### config.mk
export PLATFORM = sky130hd
export DESIGN_NAME = data_cache_wt
export DESIGN_NICKNAME = d
export VERILOG_FILES = /design/src/rtl/dcache_pkg.sv /design/src/rtl/data_cache_array.sv /design/src/rtl/data_cache_wt.sv
export SDC_FILE = /design/constraint.sdc
export NUM_CORES = 2
export LEC_CHECK = 0
export CAP_MARGIN = 20
export CORE_ASPECT_RATIO = 0.5
export CORE_MARGIN = 10
export CORE_UTILIZATION = 55
export CTS_CLUSTER_DIAMETER = 120
export DETAILED_ROUTE_END_ITERATION = 10
export PLACE_DENSITY = 0.73
export RECOVER_POWER = 50
export SLEW_MARGIN = 30
export SYNTH_ARGS = -nofsm -noshare
export SYNTH_HDL_FRONTEND = slang
export SYNTH_SLANG_ARGS = --single-unit
export TNS_END_PERCENT = 50
### constraint.sdc
create_clock -name clk -period 7.5 [get_ports clk]
set_clock_uncertainty 0.05 [all_clocks]
set_input_delay 1.875 -clock clk [delete_from_list [all_inputs] [get_ports clk]]
set_output_delay 1.875 -clock clk [all_outputs]
set_load 0.005 [all_outputs]
### src/rtl/dcache_pkg.sv
// Shared types and width helpers for the write-through data cache.
package dcache_pkg;

  typedef enum logic [1:0] {
    IDLE   = 2'd0,
    REFILL = 2'd1,
    WRITE  = 2'd2
  } dcache_state_e;

  function automatic int bo_bits(input int dw);
    return $clog2(dw / 8);
  endfunction

  function automatic int tag_bits(input int aw, input int iw, input int ow, input int dw);
    return aw - iw - ow - bo_bits(dw);
  endfunction

endpackage

### src/rtl/data_cache_array.sv
// Tag and line-data storage: combinational lookup, one synchronous word write
// port and a separate tag write. Neither array is reset.
module data_cache_array
  import dcache_pkg::*;
#(
  parameter int DATA_WIDTH   = 32,
  parameter int INDEX_WIDTH  = 4,
  parameter int OFFSET_WIDTH = 2,
  parameter int TAG_WIDTH    = 26
) (
  input  logic                    clk,
  input  logic [INDEX_WIDTH-1:0]  rd_index_i,
  input  logic [OFFSET_WIDTH-1:0] rd_offset_i,
  output logic [DATA_WIDTH-1:0]   rd_data_o,
  output logic [TAG_WIDTH-1:0]    rd_tag_o,
  input  logic                    wr_en_i,
  input  logic [INDEX_WIDTH-1:0]  wr_index_i,
  input  logic [OFFSET_WIDTH-1:0] wr_offset_i,
  input  logic [DATA_WIDTH-1:0]   wr_data_i,
  input  logic                    tag_we_i,
  input  logic [TAG_WIDTH-1:0]    tag_wdata_i
);

  localparam int SETS       = 1 << INDEX_WIDTH;
  localparam int LINE_WORDS = 1 << OFFSET_WIDTH;

  logic [LINE_WORDS-1:0][DATA_WIDTH-1:0] data_q [SETS];
  logic [TAG_WIDTH-1:0]                  tag_q  [SETS];

  assign rd_data_o = data_q[rd_index_i][rd_offset_i];
  assign rd_tag_o  = tag_q[rd_index_i];

  always_ff @(posedge clk) begin
    if (wr_en_i)  data_q[wr_index_i][wr_offset_i] <= wr_data_i;
    if (tag_we_i) tag_q[wr_index_i] <= tag_wdata_i;
  end

endmodule

### src/rtl/data_cache_wt.sv
// Direct-mapped write-through, no-write-allocate data cache with blocking
// line refill. Define DCACHE_STATS_EN to add hit/miss counters.
module data_cache_wt
  import dcache_pkg::*;
#(
  parameter int ADDR_WIDTH   = 32,
  parameter int DATA_WIDTH   = 32,
  parameter int INDEX_WIDTH  = 4,
  parameter int OFFSET_WIDTH = 2
) (
  input  logic                  clk,
  input  logic                  rst,
  input  logic                  cpu_valid,
  input  logic                  cpu_we,
  input  logic [ADDR_WIDTH-1:0] cpu_addr,
  input  logic [DATA_WIDTH-1:0] cpu_wdata,
  output logic                  cpu_ready,
  output logic [DATA_WIDTH-1:0] cpu_rdata,
  output logic                  mem_req,
  output logic                  mem_we,
  output logic [ADDR_WIDTH-1:0] mem_addr,
  output logic [DATA_WIDTH-1:0] mem_wdata,
  input  logic                  mem_ready,
  input  logic [DATA_WIDTH-1:0] mem_rdata
`ifdef DCACHE_STATS_EN
  ,
  output logic [31:0]           hit_count,
  output logic [31:0]           miss_count
`endif
);

  localparam int BO         = bo_bits(DATA_WIDTH);
  localparam int TW         = tag_bits(ADDR_WIDTH, INDEX_WIDTH, OFFSET_WIDTH, DATA_WIDTH);
  localparam int SETS       = 1 << INDEX_WIDTH;
  localparam int LINE_WORDS = 1 << OFFSET_WIDTH;

  dcache_state_e             state_q, state_d;
  logic [SETS-1:0]           valid_q, valid_d;
  logic [OFFSET_WIDTH-1:0]   cnt_q, cnt_d;
  logic [TW-1:0]             tag_q, tag_d;
  logic [INDEX_WIDTH-1:0]    idx_q, idx_d;

  logic [TW-1:0]             req_tag, rd_tag;
  logic [INDEX_WIDTH-1:0]    req_index, wr_index;
  logic [OFFSET_WIDTH-1:0]   req_off, wr_offset;
  logic [DATA_WIDTH-1:0]     wr_data;
  logic                      wr_en, tag_we, hit;

  assign req_tag   = cpu_addr[ADDR_WIDTH-1 -: TW];
  assign req_index = cpu_addr[BO+OFFSET_WIDTH +: INDEX_WIDTH];
  assign req_off   = cpu_addr[BO +: OFFSET_WIDTH];
  assign hit       = valid_q[req_index] && (rd_tag == req_tag);

  data_cache_array #(
    .DATA_WIDTH  (DATA_WIDTH),
    .INDEX_WIDTH (INDEX_WIDTH),
    .OFFSET_WIDTH(OFFSET_WIDTH),
    .TAG_WIDTH   (TW)
  ) u_array (
    .clk        (clk),
    .rd_index_i (req_index),
    .rd_offset_i(req_off),
    .rd_data_o  (cpu_rdata),
    .rd_tag_o   (rd_tag),
    .wr_en_i    (wr_en),
    .wr_index_i (wr_index),
    .wr_offset_i(wr_offset),
    .wr_data_i  (wr_data),
    .tag_we_i   (tag_we),
    .tag_wdata_i(tag_q)
  );

  always_comb begin
    state_d   = state_q;
    valid_d   = valid_q;
    cnt_d     = cnt_q;
    tag_d     = tag_q;
    idx_d     = idx_q;
    cpu_ready = 1'b0;
    mem_req   = 1'b0;
    mem_we    = 1'b0;
    mem_addr  = '0;
    mem_wdata = cpu_wdata;
    wr_en     = 1'b0;
    wr_index  = req_index;
    wr_offset = req_off;
    wr_data   = cpu_wdata;
    tag_we    = 1'b0;
    case (state_q)
      IDLE: begin
        if (cpu_valid) begin
          if (cpu_we) begin
            state_d = WRITE;
          end else if (hit) begin
            cpu_ready = 1'b1;
          end else begin
            // Invalidate up front so an aborted refill never leaves a partial line valid.
            valid_d[req_index] = 1'b0;
            tag_d   = req_tag;
            idx_d   = req_index;
            cnt_d   = '0;
            state_d = REFILL;
          end
        end
      end
      REFILL: begin
        mem_req  = 1'b1;
        mem_addr = ADDR_WIDTH'({tag_q, idx_q, cnt_q}) << BO;
        if (mem_ready) begin
          wr_en     = 1'b1;
          wr_index  = idx_q;
          wr_offset = cnt_q;
          wr_data   = mem_rdata;
          cnt_d     = cnt_q + OFFSET_WIDTH'(1);
          if (cnt_q == OFFSET_WIDTH'(LINE_WORDS - 1)) begin
            tag_we         = 1'b1;
            valid_d[idx_q] = 1'b1;
            state_d        = IDLE;
          end
        end
      end
      WRITE: begin
        mem_req  = 1'b1;
        mem_we   = 1'b1;
        mem_addr = (cpu_addr >> BO) << BO;
        if (mem_ready) begin
          cpu_ready = 1'b1;
          wr_en     = hit;
          state_d   = IDLE;
        end
      end
      default: state_d = IDLE;
    endcase
    if (rst) begin
      cpu_ready = 1'b0;
      mem_req   = 1'b0;
      mem_we    = 1'b0;
      wr_en     = 1'b0;
      tag_we    = 1'b0;
    end
  end

  always_ff @(posedge clk) begin
    if (rst) begin
      state_q <= IDLE;
      valid_q <= '0;
      cnt_q   <= '0;
    end else begin
      state_q <= state_d;
      valid_q <= valid_d;
      cnt_q   <= cnt_d;
    end
  end

  always_ff @(posedge clk) begin
    tag_q <= tag_d;
    idx_q <= idx_d;
  end

`ifdef DCACHE_STATS_EN
  logic [31:0] hit_q, miss_q;
  logic        rd_lookup;

  assign rd_lookup = (state_q == IDLE) && cpu_valid && !cpu_we;

  always_ff @(posedge clk) begin
    if (rst) begin
      hit_q  <= '0;
      miss_q <= '0;
    end else begin
      if (rd_lookup && hit)  hit_q  <= hit_q + 32'd1;
      if (rd_lookup && !hit) miss_q <= miss_q + 32'd1;
    end
  end

  assign hit_count  = hit_q;
  assign miss_count = miss_q;
`endif

endmodule

==> impl_metrics.toml <==
[run_status]
status = "finished with violations"
violations = "capacitance limit, slew limit"

[timing]
tightest_slew_ns = 3.125
rsz0062_at_grt = "false"
whs_ns = 0.4876
post-route-period-util_pct = 97.36
final-hold-violation-count = 0
drv_slew = 2039
fin_setup_tns_ns = 0
fmax_ghz = 0.1369
min_period_ns = 7.302
max_slew_margin_pct = -108.3
finalSetupViolCount = 0

[synthesis]
ys_warn_count = 0
ys.flop_type = "edfxtp_1"
ys_seq_area_share_pct = 76.91
yosys.area.top_type = "edfxtp_1"
syn_inst = 4085
synth-edff-count = 2460
synthArstFlopShare_pct = 0
synth_top_cell_area_share_pct = 76.50
netlist_area_um2 = 96570
synth-seq-cells = 2480
avgSynthCellArea_um2 = 23.64
synth.distinct_cells = 66
synth_area_leaders = "edfxtp_1 76%, mux4_2 18%, mux2i_1 0.74%"

[critical_path]
setup.worst_path.end_class = "primary output"
reg2reg_setup_slack_ns = 0.37
r2r-end = "u_array.tag_q[15][14]"
required_ns = 5.58
cp.arrival_ns = 5.38
crit_path_start_kind = "input pin"
cp_max_fo = 23
r2r-start = "state_q[1]"
r2r_cells = 9
critical_path_class = "input pin to primary output"

[route]
wl_per_cell_um = 35.06
via_per_inst = 6.765
drt_iter0_drc = 7039
drc = 0
wirelength_mm = 241.9
firstDrtPassIters = 7
antenna_left = 0
via_count = 46680

[placed_design]
place.port_buffers = 195
dp.cells = 6512
placed_area_um2 = 102900
gp_congestion = 0.8760
detailed_place_hpwl_mm = 130.2

[floorplanning]
std_cell_rows = 108
die_y_um = 316.3
ios = 200
dieArea_um2 = 193800
die_w_um = 612.6
core-area_um2 = 173900
initial_core_util_pct = 55.53

[power]
clockPowerShare_pct = 37.3
power_density_nw_per_um2 = 261.7
ir_worst_vdd_mv = 0.2599
switching_share_pct = 22.28
leakage_nw = 33.58
switchingPower_mw = 6.381
comb_power_share_pct = 7.7
intPower_mw = 22.26
sequentialPowerShare_pct = 55.0

[cts]
htreeDepth = 4
clock_latency_ns = 0.85
clockBufferDepth = 3
clockRootBuffer = "clkbuf_16"
cts_setup_buffers = 0
ctsHoldBuffers = 0
cts_tree = "done"
cts_resized = 0
numCtsBuffers = 205
cts.sinks = 2480
clk_pin_slew_ns = 0.06

[run]
cap_violations = 34

[layout]
drive_gt1_share_pct = 28.83
fill_cells = 10940
fin_cells = 6901
fin_area_um2 = 109400
syn_to_final_growth_pct = 13.31
nNetsFinal = 4514

[worst_hold_path]
hold_end = "state_q[1]"
whs_path_depth = 2
min_from = "state_q[1]"
hp-class = "register to register"

[grt]
grt_pass1_vias = 47500
grt_pass1_wl_mm = 344.7
grt_antenna_before_repair = 20
grt_start_max_net_pins = 81
grt_usage_pct = 24.86
overflow = 0
==> registers in the layout, indices dropped and copies added (netlist names) <==
register        count
tag_q              24
state_q             2
cnt_q               2
u_array.tag_q     384
u_array.data_q   2048
idx_q               4
valid_q            16
==> logic make-up (layout without fill, tap and decap cells) <==
| kind of cell | Yosys count | after routing | synth area share (%) |
|---|---|---|---|
| DFF | 2480 | 2480 | 76.91 |
| AOI/OAI and AO/OA | 156 | 156 | 1.114 |
| and+or+nand+nor | 270 | 270 | 1.381 |
| muxes | 867 | 867 | 18.80 |
| xor gates and xnor gates | 31 | 31 | 0.2812 |
| buffers and inverters | 276 | 775 | 1.455 |
| adders and majority gates | 4 | 4 | 0.05183 |
| other | 1 | 8 | 0.003883 |
==> cell type report <==
type / count / area (um^2) / share of cell area [%]
antenna: 6 / 15.01 / 0.01372
clock buffer: 252 / 5391 / 4.927
clock inverter: 131 / 1224 / 1.118
inverter: 15 / 56.30 / 0.05146
multi-input combinational: 1330 / 21310 / 19.47
sequential: 2480 / 74270 / 67.88
tap: 2310 / 2890 / 2.642
timing repair buffer: 377 / 4262 / 3.895
==> power groups by stage <==
| stage | registers [mW] | clock network [mW] | logic (mW) |
|---|---|---|---|
| floorplan | 16.0 | 0 | 1.24 |
| global placement | 16.0 | 0 | 2.09 |
| detailed placement | 16.0 | 0 | 2.18 |
| CTS | 15.7 | 10.8 | 2.19 |
| global route | 15.8 | 11.3 | 2.30 |
| finish | 15.8 | 10.7 | 2.19 |
==> how the worst max path moves through the flow <==
stage                      startpoint                     to  slack, ns
final                     cpu_addr[4]              cpu_ready       0.20
after global routing      cpu_addr[4]              cpu_ready       0.05
after CTS                 cpu_addr[4]              cpu_ready       0.09
after detailed placement  cpu_addr[4]              cpu_ready       0.11
after global placement    cpu_addr[4]              cpu_ready       0.08
after floorplan           cpu_addr[5]  u_array.data_q[8][32]       0.41
==> worst max-delay path, cell delays in order <==
cell and delay [ns]:
buf_12 0.21, buf_4 0.24, mux4_2 0.52, mux4_2 0.53, xor2_1 0.21, a221o_1 0.33
nor4_4 0.21, nand3_2 0.19, o2bb2a_1 0.32, nor2_1 0.09, buf_4 0.13, clkdlybuf4s50_1 0.50
==> stage by stage <==
| stage | total power [mW] | setup WS (ns) | util (%) |
|---|---|---|---|
| 2_1_floorplan | 17.22 | 0.4118 | - |
| 3_3_place_gp | 18.10 | 0.08388 | 58.96 |
| 3_5_place_dp | 18.19 | 0.1142 | 59.16 |
| 5_1_grt | 29.38 | 0.05316 | 62.91 |
| 6_report | 28.64 | 0.1978 | 62.91 |
| 4_1_cts | 28.69 | 0.09216 | 62.96 |
==> metal layers <==
metal  wire length [um]  track usage, %  up-vias
met4               7698           7.126       14
met2             114900           39.31     3238
met3              29670           6.696      470
li1                   -               -    18220
met1              89570           34.68    24740
met5                 82               0        -
==> cells in the final DEF, fill, tap and decap left out, types with 11 or more instances in the layout <==
cell type        Yosys  layout
edfxtp_1          2460    2460
mux4_2             753     753
clkbuf_16            0     209
clkdlybuf4s50_1      0     165
buf_4               39     103
mux2i_1             71      71
nor3_2               0      64
buf_12               1      59
clkinv_1             0      58
nor2_1              64      49
clkbuf_1           126      47
nand2_1             46      44
a22oi_1             42      42
clkinv_2             0      33
mux2_1               3      28
nand3_1             28      28
nor2b_1             27      27
o21ai_1             24      25
dlygate4sd3_1        0      24
xnor2_1             20      20
bufinv_16            0      20
dfxtp_1             20      20
inv_1               15      15
mux2_2              40      15
a21oi_1             15      15
o21ai_0             14      13
xor2_1              11      11
buf_16               0      11
==> synth_stat cells (5+ instances only) <==
| cell | instances |
|---|---|
| inv_1 | 15 |
| o31ai_1 | 5 |
| dfxtp_1 | 20 |
| nor2b_1 | 27 |
| o21ai_0 | 14 |
| buf_2 | 51 |
| buf_4 | 39 |
| nand3_1 | 28 |
| a221oi_1 | 5 |
| a22oi_1 | 42 |
| edfxtp_1 | 2460 |
| mux2_2 | 40 |
| xnor2_1 | 20 |
| nor2_1 | 64 |
| o21ai_1 | 24 |
| mux4_2 | 753 |
| mux2i_1 | 71 |
| buf_6 | 16 |
| buf_1 | 26 |
| a31oi_1 | 6 |
| nand2b_1 | 8 |
| xor2_1 | 11 |
| clkbuf_1 | 126 |
| nor3_1 | 70 |
| a21oi_1 | 15 |
| nand2_1 | 46 |
| o22ai_1 | 6 |
| o211ai_1 | 5 |
Power figures use the tool's default switching activity.
